**src/rtl/mem_access_arbiter.sv**
```systemverilog
// Single-port memory arbiter shared by instruction fetch and data access.
// Data normally wins; a pending fetch is always served right after a data grant.
module mem_access_arbiter #(
   parameter int unsigned WAIT_LIMIT = 15,
   parameter int unsigned ADDR_W     = 32
) (
   input  logic              clock,
   input  logic              reset,
   input  logic              if_req,
   input  logic [ADDR_W-1:0] if_addr,
   output logic              if_ready,
   output logic [31:0]       if_data,
   input  logic              dm_read,
   input  logic              dm_write,
   input  logic [ADDR_W-1:0] dm_addr,
   input  logic [31:0]       dm_wdata,
   output logic              dm_ready,
   output logic [31:0]       dm_rdata,
   output logic              err,
   output logic [ADDR_W-1:0] mem_addr,
   output logic [31:0]       mem_wdata,
   output logic              mem_rd,
   output logic              mem_wr,
   input  logic              mem_ack,
   input  logic [31:0]       mem_rdata,
   output logic              stall
);

   localparam int CNT_W = $clog2(WAIT_LIMIT + 1);
   localparam logic [CNT_W-1:0] CNT_LAST = CNT_W'(WAIT_LIMIT - 1);

   typedef enum logic [1:0] {
      IDLE,
      DATA,
      FETCH,
      RESP
   } state_e;

   state_e            state_q, state_d;
   logic              fetch_pri_q, fetch_pri_d;
   logic [CNT_W-1:0]  cnt_q, cnt_d;
   logic [ADDR_W-1:0] mem_addr_q, mem_addr_d;
   logic [31:0]       mem_wdata_q, mem_wdata_d;
   logic              mem_rd_q, mem_rd_d;
   logic              mem_wr_q, mem_wr_d;
   logic              if_ready_q, if_ready_d;
   logic              dm_ready_q, dm_ready_d;
   logic              err_q, err_d;
   logic [31:0]       if_data_q, if_data_d;
   logic [31:0]       dm_rdata_q, dm_rdata_d;

   logic dm_req;
   logic grant_dm;
   logic dm_misal;
   logic if_misal;

   assign dm_req   = dm_read | dm_write;
   assign grant_dm = dm_req & ~(fetch_pri_q & if_req);
   assign dm_misal = dm_addr[1:0] != 2'b00;
   assign if_misal = if_addr[1:0] != 2'b00;

   always_ff @(posedge clock) begin
      if (reset) begin
         state_q     <= IDLE;
         fetch_pri_q <= 1'b0;
         cnt_q       <= '0;
         mem_addr_q  <= '0;
         mem_wdata_q <= '0;
         mem_rd_q    <= 1'b0;
         mem_wr_q    <= 1'b0;
         if_ready_q  <= 1'b0;
         dm_ready_q  <= 1'b0;
         err_q       <= 1'b0;
         if_data_q   <= '0;
         dm_rdata_q  <= '0;
      end else begin
         state_q     <= state_d;
         fetch_pri_q <= fetch_pri_d;
         cnt_q       <= cnt_d;
         mem_addr_q  <= mem_addr_d;
         mem_wdata_q <= mem_wdata_d;
         mem_rd_q    <= mem_rd_d;
         mem_wr_q    <= mem_wr_d;
         if_ready_q  <= if_ready_d;
         dm_ready_q  <= dm_ready_d;
         err_q       <= err_d;
         if_data_q   <= if_data_d;
         dm_rdata_q  <= dm_rdata_d;
      end
   end

   always_comb begin
      state_d     = state_q;
      fetch_pri_d = fetch_pri_q;
      cnt_d       = cnt_q;
      mem_addr_d  = mem_addr_q;
      mem_wdata_d = mem_wdata_q;
      mem_rd_d    = mem_rd_q;
      mem_wr_d    = mem_wr_q;
      if_ready_d  = 1'b0;
      dm_ready_d  = 1'b0;
      err_d       = 1'b0;
      if_data_d   = if_data_q;
      dm_rdata_d  = dm_rdata_q;

      unique case (state_q)
         IDLE: begin
            cnt_d = '0;
            if (grant_dm) begin
               fetch_pri_d = 1'b1;
               if (dm_misal) begin
                  state_d    = RESP;
                  dm_ready_d = 1'b1;
                  err_d      = 1'b1;
                  dm_rdata_d = '0;
               end else begin
                  state_d     = DATA;
                  mem_addr_d  = dm_addr;
                  mem_wdata_d = dm_wdata;
                  mem_wr_d    = dm_write;
                  mem_rd_d    = dm_read & ~dm_write;
               end
            end else if (if_req) begin
               fetch_pri_d = 1'b0;
               if (if_misal) begin
                  state_d    = RESP;
                  if_ready_d = 1'b1;
                  err_d      = 1'b1;
                  if_data_d  = '0;
               end else begin
                  state_d     = FETCH;
                  mem_addr_d  = if_addr;
                  mem_wdata_d = '0;
                  mem_wr_d    = 1'b0;
                  mem_rd_d    = 1'b1;
               end
            end
         end

         DATA, FETCH: begin
            if (mem_ack) begin
               state_d  = RESP;
               mem_rd_d = 1'b0;
               mem_wr_d = 1'b0;
               if (state_q == DATA) begin
                  dm_ready_d = 1'b1;
                  // a store completion keeps the last load value
                  if (!mem_wr_q) begin
                     dm_rdata_d = mem_rdata;
                  end
               end else begin
                  if_ready_d = 1'b1;
                  if_data_d  = mem_rdata;
               end
            end else if (cnt_q == CNT_LAST) begin
               state_d  = RESP;
               mem_rd_d = 1'b0;
               mem_wr_d = 1'b0;
               err_d    = 1'b1;
               if (state_q == DATA) begin
                  dm_ready_d = 1'b1;
                  dm_rdata_d = '0;
               end else begin
                  if_ready_d = 1'b1;
                  if_data_d  = '0;
               end
            end else begin
               cnt_d = cnt_q + 1'b1;
            end
         end

         RESP: begin
            state_d = IDLE;
            cnt_d   = '0;
         end
      endcase
   end

   assign mem_addr  = mem_addr_q;
   assign mem_wdata = mem_wdata_q;
   assign mem_rd    = mem_rd_q;
   assign mem_wr    = mem_wr_q;
   assign if_ready  = if_ready_q;
   assign dm_ready  = dm_ready_q;
   assign err       = err_q;
   assign if_data   = if_data_q;
   assign dm_rdata  = dm_rdata_q;

   assign stall = (if_req & ~if_ready_q) | (dm_req & ~dm_ready_q);

endmodule

```
**config.mk**
```make
export PLATFORM = sky130hd
export DESIGN_NAME = mem_access_arbiter
export DESIGN_NICKNAME = d
export VERILOG_FILES = /design/src/rtl/mem_access_arbiter.sv
export SDC_FILE = /design/constraint.sdc
export NUM_CORES = 1
export LEC_CHECK = 0
export CORE_ASPECT_RATIO = 0.5
export CORE_UTILIZATION = 40
export CTS_CLUSTER_DIAMETER = 120
export CTS_CLUSTER_SIZE = 28
export DETAILED_ROUTE_END_ITERATION = 8
export PLACE_DENSITY_LB_ADDON = 0.15
export SYNTH_ARGS = -nofsm -noshare
export SYNTH_HDL_FRONTEND = slang
export SYNTH_SLANG_ARGS = --single-unit
```
**constraint.sdc**
```tcl
create_clock -name clock -period 2.6 [get_ports clock]
set_clock_uncertainty 0.2 [all_clocks]
set_input_delay 0.52 -clock clock [delete_from_list [all_inputs] [get_ports clock]]
set_output_delay 0.52 -clock clock [all_outputs]
set_load 0.01 [all_outputs]
```
# --- Yosys cells after proc, flatten, opt, wreduce, memory -nomap -nowiden ---
# Index checks and enable logic that the tools add are counted.
word_totals:
  reg_bits: 140
classes:
  addsub: 1
  n_eq_ne: 20
  n_mux: 65
  bitwise: 11
  n_reduce_logical: 14
ops:
  columns: ["operator", "count"]
  rows:
  - ["two-way mux 32 bit", 22]
  - ["one-hot mux 32 bit (2 select lines)", 2]
  - ["two-way mux 1 bit", 27]
  - ["!= test 2 bit, second input constant", 11]
  - ["!= test 3 bit, second input constant", 5]
  - ["AND reduction 6 bit", 2]
  - ["two-way mux 2 bit", 5]
  - ["one-hot mux 1 bit (2 select lines)", 5]
  - ["two-way mux 4 bit", 2]
  - ["one-hot mux 4 bit (2 select lines)", 1]
  - ["nonzero test 2 bit", 4]
  - ["one-hot mux 2 bit (3 select lines)", 1]
  - ["AND reduction 2 bit", 3]
  - ["AND 1 bit", 5]
  - ["AND reduction 5 bit", 1]
  - ["adder 4 x 1 -> 4 bit, second input constant", 1]
  - ["== test 2 bit, second input constant", 2]
  - ["== test 4 bit, second input constant", 1]
  - ["NOT 1 bit", 4]
  - ["AND reduction 4 bit", 1]
  - ["OR reduction 2 bit", 2]
  - ["== test 2 x 1 -> 1 bit, second input constant", 1]
  - ["logical NOT 2 bit", 1]
  - ["bitwise OR 1 bit", 2]

# --- Longest topological paths before layout ---
# Gate-level depths: netlist of run 1.
logic_depth:
  depth_word: 5
  ltp_mapped: 9
  depth_no_buf: 6

# --- Least setup slack after synthesis of run 1 ---
# Ideal clock, no wire load.
synth_timing:
  kind: "flip-flop to flip-flop"
  startpoint: "register state_q[0]"
  endpoint: "register dm_rdata_q[10], in the netlist dm_rdata[10]"
  arrival_ns: 1.901
  path_slack_ns: 0.427
  path_stages_with_launch: 10
  n_path_buf: 3
  cell_sequence: "dfxtp_1 -> inv_1 -> ha_1 -> buf_4 -> mux2_2 -> nor2_1 -> nand3b_1 -> buf_2 -> buf_4 -> mux2i_1"
synth_between:
  elab_chain_len: 4
  elab_cells_between_ends: 12
  cone_classes: "7 x eq/ne; 1 x mux; 4 x reduce/logical"
synth_lines:
  columns: ["item", "line", "rtl"]
  rows:
  - ["start: declaration", "39", "state_e state_q, state_d;"]
  - ["start signal: assignment", "77", "state_q <= state_d;"]
  - ["== test 2 x 1 -> 1 bit / == test 2 bit (equally long branches)", "106, 145, 160", null]
  - ["OR reduction 2 bit", "106", "unique case (state_q)"]
  - ["!= test 3 bit (no source line), or another cell as far along", null, null]
  - ["AND reduction 6 bit (no source line)", null, null]
  - ["end signal: assignment", "88", "dm_rdata_q <= dm_rdata_d;"]
  - ["end: declaration", "50", "logic [31:0] dm_rdata_q, dm_rdata_d;"]
# Parallel ways exist; a longest one is shown, timed or not.
# A chain may end at the register's enable or synchronous reset.

# --- Final worst setup path of run 1 ---
layout_timing:
  startpoint: "register state_q[1]"
  endpoint: "register dm_rdata_q[26], in the netlist dm_rdata[26]"
# Same word-level chain as after synthesis.

==> impl_metrics.sql, run 1 <==
INSERT INTO impl_metrics (metric_group, metric, value, unit) VALUES
('status', 'outcome', 'complete, no violations', ''),
('grt', 'number_of_global_route_vias_before_repair', '5061', ''),
('grt', 'met2_usage_in_global_routing', '36.2', '%'),
('yosys', 'postSynthCellCount', '580', ''),
('clock_network', 'cts.reportedPaths.clkPinSlew', '0.06', 'ns'),
('setup_path', 'worst_setup_path_end_kind', 'flop', ''),
('drt', 'detail_route.drc_violations', '0', ''),
('hold_path', 'tightest_hold_check_type', 'flop to flop', ''),
('finish', 'post_layout_nonfiller_instances', '1057', ''),
('clock_network', 'cts_tree', 'done', ''),
('timing', 'rsz0062_at_grt', 'false', ''),
('setup_path', 'worst-setup-path-type', 'flop to flop', ''),
('timing', 'holdWs', '0.260', 'ns'),
('grt', 'grt_pass1_wl', '25.8', 'mm'),
('hold_path', 'hold_path_cell_cnt', '1', ''),
('yosys', 'synth.most_common_cell', 'sky130_fd_sc_hd__dfxtp_1', ''),
('timing', 'tightestPinTransition', '0.510', 'ns'),
('yosys', 'synth.largest_area_cell', 'sky130_fd_sc_hd__dfxtp_1', ''),
('grt', 'top_usage_layer', 'met2', ''),
('clock_network', 'post_cts_buffers', '0', ''),
('timing', 'setup_total_negative_slack', '0', 'ns'),
('setup_path', 'worst_r2r_endpoint', 'dm_rdata[26]$_SDFFE_PP0P_', ''),
('clock_network', 'cts_sinks', '140', ''),
('finish', 'nets', '987', ''),
('drt', 'dr_total_vias', '5156', ''),
('timing', 'period_needed', '2.38', 'ns'),
('hold_path', 'hold_start', 'mem_addr[0]$_SDFFE_PP0P_', ''),
('grt', 'grt_use_met3', '4.81', '%'),
('floorplanning', 'initial_core_util', '41.1', '%'),
('clock_network', 'clock_insertion_delay_worst_skew', '0.41', 'ns'),
('placed_design', 'port-buffer-count', '267', ''),
('floorplanning', 'die_height', '88.3', 'um'),
('finish', 'fillers', '1193', ''),
('yosys', 'syn_nets', '721', ''),
('yosys', 'synth_top_flop_cell', 'sky130_fd_sc_hd__dfxtp_1', ''),
('finish', 'diodes', '0', ''),
('yosys', 'synth_sequential_area_ratio', '47.0', '%'),
('finish', 'syn_to_final_growth', '59.3', '%'),
('grt', 'pin_count_of_the_biggest_net_entering_global_routing', '37', ''),
('yosys', 'ys_seq_elements', '140', ''),
('pwr', 'p_leak', '3.71', 'nW'),
('finish', 'layout.core_utilization', '65.4', '%'),
('yosys', 'synth_edf_count', '0', ''),
('yosys', 'synth_top_cell_area_share', '47.0', '%'),
('floorplanning', 'placement_rows', '31', ''),
('grt', 'groute.usage.overall', '21.2', '%'),
('floorplanning', 'overall_die_area', '15400', 'um^2'),
('clock_network', 'cts_htree_levels', '4', ''),
('drt', 'drt-pass1-iter-count', '4', ''),
('grt', 'grt_antenna_before_repair', '0', ''),
('drt', 'drt.antenna.violating_nets', '0', ''),
('drt', 'drt_first_iter_violations', '184', ''),
('yosys', 'synth_async_sr_flop_share', '0', '%'),
('finish', 'layout-drive-gt1-share', '11.5', '%'),
('yosys', 'synth_top_cells_by_area', 'sky130_fd_sc_hd__dfxtp_1, sky130_fd_sc_hd__mux2i_1, sky130_fd_sc_hd__a311oi_2', ''),
('clock_network', 'cts.root.buffer_cell', 'sky130_fd_sc_hd__clkbuf_16', ''),
('timing', 'timing.max_slew.rel_slack', '66.0', '%'),
('grt', 'global_route.overflow_total', '0', ''),
('placed_design', 'place_inst', '1025', ''),
('yosys', 'synth.cell_area', '5960', 'um^2'),
('setup_path', 'setup.reg_to_reg.worst_slack', '0.22', 'ns'),
('drt', 'detail_route.vias_per_cell', '4.88', ''),
('timing', 'achievable-frequency', '419', 'MHz'),
('setup_path', 'r2r.worst_path.cells', '7', ''),
('placed_design', 'place_hpwl', '11.7', 'mm'),
('setup_path', 'cp.arrival', '2.52', 'ns'),
('setup_path', 'critical_path_peak_fanout', '32', ''),
('setup_path', 'critPathLaunchType', 'flop', ''),
('hold_path', 'worstHoldEndpoint', 'mem_addr[0]$_SDFFE_PP0P_', ''),
('grt', 'grt_use_met1', '26.5', '%'),
('floorplanning', 'floorplan.die.width', '175', 'um');
## flip-flops by register name, summed over array words and instances, names as in the netlist
signal       flops
state_q          2
dm_rdata        32
mem_rd           1
if_data         32
mem_addr        32
fetch_pri_q      1
err              1
mem_wdata       32
cnt_q            4
dm_ready         1
mem_wr           1
if_ready         1
## area by class of cell
class	instances	area, um^2	share of cell area (%)
Clock inverter	13	180	1.90
Tap cell	198	248	2.61
Sequential cell	140	2800	29.5
Clock buffer	19	443	4.67
Multi-Input combinational cell	388	2870	30.2
Inverter	7	26.3	0.277
Timing Repair Buffer	292	2920	30.8
## cell usage in the layout (no fill, tap or decap), types with 4 or more instances in the layout
cell type | netlist | layout
sky130_fd_sc_hd__a21oi_1 | 31 | 31
sky130_fd_sc_hd__a22o_1 | 32 | 32
sky130_fd_sc_hd__a311oi_2 | 30 | 30
sky130_fd_sc_hd__a31oi_1 | 4 | 4
sky130_fd_sc_hd__buf_12 | 0 | 5
sky130_fd_sc_hd__buf_4 | 7 | 21
sky130_fd_sc_hd__clkbuf_16 | 0 | 17
sky130_fd_sc_hd__clkdlybuf4s50_1 | 0 | 264
sky130_fd_sc_hd__dfxtp_1 | 140 | 140
sky130_fd_sc_hd__ha_1 | 7 | 7
sky130_fd_sc_hd__inv_1 | 6 | 6
sky130_fd_sc_hd__inv_6 | 0 | 5
sky130_fd_sc_hd__mux2i_1 | 67 | 67
sky130_fd_sc_hd__nand2_1 | 96 | 96
sky130_fd_sc_hd__nand2b_1 | 68 | 68
sky130_fd_sc_hd__nor2_1 | 12 | 11
## worst max-delay path, cell delays in order (launching register included)
cell and delay, ns:
sky130_fd_sc_hd__dfxtp_1 0.40, sky130_fd_sc_hd__inv_1 0.11, sky130_fd_sc_hd__ha_1 0.39, sky130_fd_sc_hd__mux2_2 0.38, sky130_fd_sc_hd__nor2_1 0.12, sky130_fd_sc_hd__nand3b_1 0.17
sky130_fd_sc_hd__buf_12 0.24, sky130_fd_sc_hd__mux2i_1 0.24
## through the flow
stage / setup WS, ns / total power, W
after detailed placement: -0.0112 / 0.00567
after global placement: -0.00574 / 0.00564
after CTS: 0.0618 / 0.00826
final: 0.216 / 0.00818
after global routing: 0.0983 / 0.00858
after floorplan: 0.427 / 0.00451
## logic make-up (layout without fill, tap and decap cells)
kind of cell	Yosys count	in the layout	synth area share (%)
mux	69	69	11.7
xor+xnor	3	3	0.441
fa+ha+maj	7	7	1.47
buf+inv	52	331	5.10
flops	140	140	47.0
compound gates	117	117	18.4
simple gates	192	192	15.8
## what timing repair did
| item | CTS | global route |
|---|---|---|
| setup endpoints to repair | 1 | 1 |
| resized for setup | 1 | 1 |
| gates cloned | 0 | 0 |
## per-layer routing
| layer | wire (um) | vias to the layer above |
|---|---|---|
| li1 | - | 2565 |
| met5 | 0 | - |
| met4 | 265 | 0 |
| met2 | 7980 | 152 |
| met1 | 7680 | 2418 |
| met3 | 842 | 21 |
## how the worst max path moves through the flow
stage	startpoint	to	slack [ns]	cells past startpoint
finish	state_q[1]$_SDFFE_PP0P_	dm_rdata[26]$_SDFFE_PP0P_	0.22	7
global route	state_q[1]$_SDFFE_PP0P_	dm_rdata[26]$_SDFFE_PP0P_	0.1	7
CTS	dm_write	stall	0.06	4
detailed placement	dm_read	stall	-0.01	4
global placement	dm_read	stall	-0.006	4
floorplan	state_q[0]$_SDFFE_PP0P_	dm_rdata[10]$_SDFFE_PP0P_	0.43	9
## report_power, final
group	total (W)	leakage [nW]	switching [W]	internal [W]
clock network	0.00256	0.299	0.000995	0.00157
logic	0.00299	2.27	0.00148	0.00151
registers	0.00263	1.14	0.000185	0.00245
(Power assumes the default switching activity.)
==> run 2: changes to the inputs <==
--- a/config.mk
+++ b/config.mk
@@ -10,7 +10,7 @@
 export CTS_CLUSTER_DIAMETER = 120
 export CTS_CLUSTER_SIZE = 28
 export DETAILED_ROUTE_END_ITERATION = 8
-export PLACE_DENSITY_LB_ADDON = 0.15
+export PLACE_DENSITY = 0.77
 export SYNTH_ARGS = -nofsm -noshare
 export SYNTH_HDL_FRONTEND = slang
 export SYNTH_SLANG_ARGS = --single-unit
==> impl_metrics.sql, run 2 (synthesis gave the netlist of run 1 again) <==
INSERT INTO impl_metrics (metric_group, metric, value, unit) VALUES
('status', 'outcome', 'complete, no violations', ''),
('drt', 'detail_route.drc_violations', '0', ''),
('clock_network', 'cts.root.buffer_cell', 'sky130_fd_sc_hd__clkbuf_16', ''),
('finish', 'layout.core_utilization', '65.0', '%'),
('clock_network', 'cts_htree_levels', '4', ''),
('placed_design', 'place_hpwl', '11.6', 'mm'),
('floorplanning', 'floorplan.die.width', '175', 'um'),
('hold_path', 'hold_start', 'reset', ''),
('setup_path', 'cp.arrival', '2.56', 'ns'),
('clock_network', 'numCtsBuffers', '17', ''),
('setup_path', 'cp.required', '2.73', 'ns'),
('drt', 'detail_route.vias_per_cell', '4.95', ''),
('setup_path', 'critPathLaunchType', 'flop', ''),
('finish', 'layout-drive-gt1-share', '11.2', '%'),
('setup_path', 'critical_path.max_stage_delay', '0.47', 'ns'),
('setup_path', 'worst_path_dominant_cell_family', 'multiplexers', ''),
('floorplanning', 'overall_die_area', '15400', 'um^2'),
('finish', 'final_cell_mix', 'sky130_fd_sc_hd__clkdlybuf4s50_1, sky130_fd_sc_hd__dfxtp_1, sky130_fd_sc_hd__nand2_1', ''),
('timing', 'total_count_of_hold_check_failures_in_the_final_report', '0', ''),
('floorplanning', 'core_region_area', '14500', 'um^2'),
('drt', 'dr_total_vias', '5213', ''),
('clock_network', 'cts.reportedPaths.clkPinSlew', '0.06', 'ns'),
('setup_path', 'critical_path.startpoint', 'state_q[0]$_SDFFE_PP0P_', ''),
('drt', 'drt_first_iter_violations', '242', ''),
('setup_path', 'critical_path_peak_fanout', '32', ''),
('finish', 'post_layout_nonfiller_instances', '1054', ''),
('setup_path', 'cp_num_buf_inv', '2', ''),
('drt', 'drt.antenna.violating_nets', '0', ''),
('placed_design', 'gpl.final_weighted_congestion', '0.759', ''),
('timing', 'timing.max_slew.rel_slack', '66.5', '%'),
('timing', 'period_needed', '2.43', 'ns'),
('setup_path', 'cpMaxStageDelayCell', 'sky130_fd_sc_hd__ha_1', ''),
('timing', 'setup_total_negative_slack', '0', 'ns'),
('grt', 'groute.usage.overall', '21.2', '%'),
('clock_network', 'cts_tree', 'done', ''),
('pwr', 'p_leak', '3.67', 'nW'),
('finish', 'layout.cells.most_common', 'sky130_fd_sc_hd__clkdlybuf4s50_1', ''),
('finish', 'syn_to_final_growth', '58.3', '%'),
('floorplanning', 'die_height', '88.3', 'um'),
('grt', 'pin_count_of_the_biggest_net_entering_global_routing', '79', ''),
('timing', 'rsz0062_at_grt', 'false', ''),
('clock_network', 'cts_sinks', '140', ''),
('finish', 'fillers', '1130', ''),
('placed_design', 'port-buffer-count', '267', ''),
('setup_path', 'crit_chain', 'inv_1 -> ha_1 -> mux2_2 -> nor2_1 -> nand3b_1 -> buf_12 -> mux2i_1', ''),
('finish', 'area_occupied_by_multi_input_gates', '2880', 'um^2'),
('grt', 'grt_antenna_before_repair', '0', ''),
('setup_path', 'worst_reg2reg_startpoint', 'state_q[0]$_SDFFE_PP0P_', ''),
('timing', 'tightestPinTransition', '0.503', 'ns'),
('grt', 'global_route.overflow_total', '0', ''),
('floorplanning', 'pin_count', '268', ''),
('setup_path', 'worst-setup-path-type', 'flop to flop', ''),
('grt', 'grt_pass1_wl', '26.2', 'mm'),
('timing', 'finalMaxSlewViolations', '0', ''),
('clock_network', 'cts_hold_repair.buffers', '0', ''),
('setup_path', 'worst_setup_path_end_kind', 'flop', ''),
('finish', 'diodes', '0', ''),
('timing', 'setup-violations-final', '0', ''),
('placed_design', 'place_inst', '1022', ''),
('drt', 'drt-pass1-iter-count', '5', ''),
('grt', 'number_of_global_route_vias_before_repair', '5205', ''),
('hold_path', 'tightest_hold_check_type', 'input port to flop', ''),
('placed_design', 'post_dp_cell_area', '8850', 'um^2'),
('floorplanning', 'placement_rows', '31', ''),
('finish', 'regArea', '2800', 'um^2'),
('pwr', 'power.total', '0.00795', 'W'),
('finish', 'fin_area', '9430', 'um^2'),
('pwr', 'powerDensity', '843', 'nW/um^2'),
('drt', 'drt_wl_total', '16.7', 'mm'),
('pwr', 'vdd.ir_drop.worst', '0.839', 'mV'),
('finish', 'nets', '984', ''),
('job', 'timing.max_cap.violations', '0', ''),
('drt', 'wl_per_instance', '15.8', 'um'),
('clock_network', 'clock_insertion_delay_worst_skew', '0.40', 'ns'),
('timing', 'timing.final.crit_share', '93.6', '%'),
('clock_network', 'cts.path.max_buffers', '2', ''),
('timing', 'achievable-frequency', '411', 'MHz'),
('floorplanning', 'initial_core_util', '41.1', '%');
run 2: changes by cell type in the layout (fill, tap and decap cells not counted):
| cell | delta |
|---|---|
| sky130_fd_sc_hd__clkinv_2 | +4 |
| sky130_fd_sc_hd__buf_4 | -3 |
| sky130_fd_sc_hd__inv_8 | -2 |
| sky130_fd_sc_hd__dlygate4sd2_1 | -1 |
| sky130_fd_sc_hd__bufinv_16 | -1 |
| sky130_fd_sc_hd__clkdlybuf4s50_1 | +1 |
| sky130_fd_sc_hd__clkinv_4 | +2 |
| sky130_fd_sc_hd__a21oi_4 | +1 |
| sky130_fd_sc_hd__inv_6 | -3 |
| sky130_fd_sc_hd__clkinvlp_4 | +1 |
| sky130_fd_sc_hd__a21oi_2 | -1 |
| sky130_fd_sc_hd__clkbuf_8 | -1 |
run 2: metrics by stage:
step | worst slack [ns] | hold slack [ns]
2_1_floorplan | 0.427 | 0.296
4_1_cts | 0.0153 | 0.238
5_1_grt | 0.00698 | 0.258
3_3_place_gp | 0.00128 | 0.243
6_report | 0.166 | 0.252
3_5_place_dp | -0.0404 | 0.245
run 2: per-layer routing:
layer | part of all wire, % | track usage, % | vias to the layer above
met2 | 51 | 38.0 | 144
li1 | - | - | 2566
met1 | 44 | 25.6 | 2488
met5 | 0 | 0 | -
met4 | 1.0 | 7.67 | 0
met3 | 4.4 | 4.60 | 15
run 2: layout make-up:
type	count	area share (%)
Timing Repair Buffer	289	30.8
Sequential cell	140	29.7
Inverter	7	0.279
Clock buffer	18	4.55
Multi-Input combinational cell	388	30.5
Clock inverter	14	1.55
Tap cell	198	2.63
run 2: what timing repair did:
action,in CTS,in global routing
setup buffers,0,0
endpoints found under the setup margin,0,1
resized for setup,0,1
run 2: final timing paths:
path                          endpoint  slack [ns]  depth (start not counted)
min            state_q[1]$_SDFFE_PP0P_        0.25                          2
max          dm_rdata[11]$_SDFFE_PP0P_        0.17                          7
min reg2reg   mem_addr[0]$_SDFFE_PP0P_        0.26                          1
max reg2reg  dm_rdata[11]$_SDFFE_PP0P_        0.17                          7
run 2: where the power goes:
part / total [W] / internal (W) / switching [W]
Clock: 0.00237 / 0.00142 / 0.000950
Combinational: 0.00296 / 0.00148 / 0.00148
Sequential: 0.00263 / 0.00245 / 0.000179
==> run 3: changes to the inputs <==
--- a/config.mk
+++ b/config.mk
@@ -10,7 +10,8 @@
 export CTS_CLUSTER_DIAMETER = 120
 export CTS_CLUSTER_SIZE = 28
 export DETAILED_ROUTE_END_ITERATION = 8
-export PLACE_DENSITY = 0.77
+export PLACE_DENSITY = 0.79
+export SETUP_SLACK_MARGIN = 0.02
 export SYNTH_ARGS = -nofsm -noshare
 export SYNTH_HDL_FRONTEND = slang
 export SYNTH_SLANG_ARGS = --single-unit
==> impl_metrics.sql, run 3 (synthesis gave the netlist of run 1 again) <==
INSERT INTO impl_metrics (metric_group, metric, value, unit) VALUES
('timing', 'timing.final.crit_share', '96.0', '%'),
('pwr', 'vdd.ir_drop.worst', '0.571', 'mV'),
('floorplanning', 'initial_core_util', '41.1', '%'),
('clock_network', 'cts.reportedPaths.clkPinSlew', '0.06', 'ns'),
('clock_network', 'numCtsBuffers', '17', ''),
('pwr', 'p_leak', '3.70', 'nW'),
('setup_path', 'worst_reg2reg_startpoint', 'state_q[0]$_SDFFE_PP0P_', ''),
('setup_path', 'worst-setup-path-type', 'input port to output port', ''),
('drt', 'detail_route.drc_violations', '0', ''),
('floorplanning', 'placement_rows', '31', ''),
('floorplanning', 'overall_die_area', '15400', 'um^2'),
('timing', 'setup-violations-final', '0', ''),
('floorplanning', 'pin_count', '268', ''),
('clock_network', 'cts.path.max_buffers', '2', ''),
('setup_path', 'cp.required', '1.88', 'ns'),
('finish', 'final_cell_mix', 'sky130_fd_sc_hd__clkdlybuf4s50_1, sky130_fd_sc_hd__dfxtp_1, sky130_fd_sc_hd__nand2_1', ''),
('status', 'outcome', 'complete, no violations', ''),
('placed_design', 'place_hpwl', '12.1', 'mm'),
('grt', 'global_route.overflow_total', '0', ''),
('drt', 'wl_met3', '777', 'um'),
('clock_network', 'post_cts_resize_count', '0', ''),
('clock_network', 'cts_hold_repair.buffers', '0', ''),
('drt', 'highest_layer', 'met4', ''),
('hold_path', 'hold_path_cell_cnt', '2', ''),
('pwr', 'power.switching_fraction', '32.9', '%'),
('timing', 'timing.max_slew.rel_slack', '66.6', '%'),
('timing', 'achievable-frequency', '400', 'MHz'),
('pwr', 'powerDensity', '854', 'nW/um^2'),
('grt', 'number_of_global_route_vias_before_repair', '5211', ''),
('hold_path', 'hold_start', 'if_data[17]$_SDFFE_PP0P_', ''),
('finish', 'diodes', '0', ''),
('setup_path', 'r2r.worst_path.cells', '7', ''),
('timing', 'finalMaxSlewViolations', '0', ''),
('pwr', 'power_switching', '0.00266', 'W'),
('grt', 'pin_count_of_the_biggest_net_entering_global_routing', '65', ''),
('drt', 'm1_wl', '7.49', 'mm'),
('finish', 'layout-drive-gt1-share', '11.4', '%'),
('drt', 'wl_per_instance', '16.3', 'um'),
('drt', 'detail_route.vias_per_cell', '4.95', ''),
('drt', 'drt-pass1-iter-count', '4', ''),
('finish', 'layout.core_utilization', '65.2', '%'),
('setup_path', 'cp.arrival', '1.78', 'ns'),
('clock_network', 'clock_insertion_delay_worst_skew', '0.40', 'ns'),
('drt', 'drt.antenna.violating_nets', '0', ''),
('finish', 'regArea', '2800', 'um^2'),
('drt', 'wl_met2', '8.89', 'mm'),
('grt', 'grt_antenna_before_repair', '0', ''),
('finish', 'nets', '985', ''),
('job', 'timing.max_cap.violations', '0', ''),
('timing', 'rsz0062_at_grt', 'false', ''),
('clock_network', 'cts_htree_levels', '4', ''),
('finish', 'area_occupied_by_multi_input_gates', '2870', 'um^2'),
('pwr', 'power.share.sequential', '32.6', '%'),
('clock_network', 'post_cts_buffers', '0', ''),
('setup_path', 'critical_path_peak_fanout', '2', ''),
('timing', 'total_count_of_hold_check_failures_in_the_final_report', '0', ''),
('floorplanning', 'die_height', '88.3', 'um'),
('placed_design', 'gpl.final_weighted_congestion', '0.785', ''),
('hold_path', 'tightest_hold_check_type', 'flop to flop', ''),
('clock_network', 'cts_tree', 'done', ''),
('pwr', 'clockPowerShare', '30.1', '%'),
('setup_path', 'critPathLaunchType', 'input port', ''),
('floorplanning', 'core_region_area', '14500', 'um^2'),
('setup_path', 'cpMaxStageDelayCell', 'sky130_fd_sc_hd__clkdlybuf4s50_1', ''),
('timing', 'period_needed', '2.50', 'ns'),
('clock_network', 'cts.root.buffer_cell', 'sky130_fd_sc_hd__clkbuf_16', ''),
('drt', 'drt_wl_total', '17.2', 'mm'),
('finish', 'fillers', '1165', ''),
('placed_design', 'port-buffer-count', '267', ''),
('setup_path', 'crit_chain', 'clkdlybuf4s50_1 -> inv_2 -> o22ai_1 -> clkdlybuf4s50_1', ''),
('timing', 'tightestPinTransition', '0.502', 'ns'),
('pwr', 'combinationalPowerShare', '37.3', '%'),
('finish', 'layout.cells.most_common', 'sky130_fd_sc_hd__clkdlybuf4s50_1', ''),
('setup_path', 'worst_path_most_repeated_cell', 'sky130_fd_sc_hd__clkdlybuf4s50_1', ''),
('grt', 'grt_pass1_wl', '26.4', 'mm'),
('clock_network', 'cts_sinks', '140', ''),
('drt', 'drt_first_iter_violations', '247', ''),
('finish', 'fin_area', '9460', 'um^2'),
('pwr', 'total_internal_power', '0.00542', 'W'),
('timing', 'holdWs', '0.275', 'ns'),
('setup_path', 'worst_setup_path_end_kind', 'output port', ''),
('grt', 'groute.usage.overall', '21.6', '%'),
('finish', 'syn_to_final_growth', '58.7', '%'),
('floorplanning', 'floorplan.die.width', '175', 'um'),
('timing', 'setup_total_negative_slack', '0', 'ns'),
('drt', 'dr_total_vias', '5227', ''),
('setup_path', 'critical_path.startpoint', 'if_req', ''),
('setup_path', 'critical_path.max_stage_delay', '0.56', 'ns'),
('placed_design', 'post_dp_cell_area', '8850', 'um^2');
-- run 3: area by class of cell --
| cell class | instances | area share, % |
|---|---|---|
| tap | 198 | 2.62 |
| inverter | 7 | 0.278 |
| clock inverter | 14 | 1.68 |
| multi-input combinational | 388 | 30.4 |
| clock buffer | 18 | 4.64 |
| timing repair buffer | 290 | 30.8 |
| sequential | 140 | 29.6 |
-- run 3: worst max-delay path: cells and delay by family --
| family | cells | cell delay [ns] |
|---|---|---|
| compound gates | 1 | 0.16 |
| buf+inv | 3 | 1.09 |
-- run 3: power by group through the flow --
stage | clock network, W | logic (W) | registers (W)
after floorplan | 0 | 0.00173 | 0.00278
after global placement | 0 | 0.00297 | 0.00266
after detailed placement | 0 | 0.00301 | 0.00267
after CTS | 0.00248 | 0.00302 | 0.00263
after global routing | 0.00259 | 0.00321 | 0.00267
final | 0.00243 | 0.00301 | 0.00263
-- run 3: path summary, 6_finish.rpt --
check	end	slack, ns
setup / recovery	stall	0.10
hold / removal	if_data[17]$_SDFFE_PP0P_	0.27
setup reg to reg	dm_rdata[5]$_SDFFE_PP0P_	0.30
hold reg to reg	if_data[17]$_SDFFE_PP0P_	0.27
-- run 3: stage by stage --
stage          power [W]  worst slack, ns  instances
4_1_cts          0.00814           0.0207       1055
3_3_place_gp     0.00564           0.0414       1023
2_1_floorplan    0.00451            0.427        580
6_report         0.00807            0.103       1055
3_5_place_dp     0.00568         -0.00103       1023
5_1_grt          0.00846           0.0831       1055
-- run 3: layer usage --
| layer | global-route usage, % | up-vias |
|---|---|---|
| met3 | 4.98 | 6 |
| met5 | 0 | - |
| met2 | 39.5 | 153 |
| li1 | - | 2568 |
| met4 | 5.85 | 0 |
| met1 | 25.9 | 2500 |
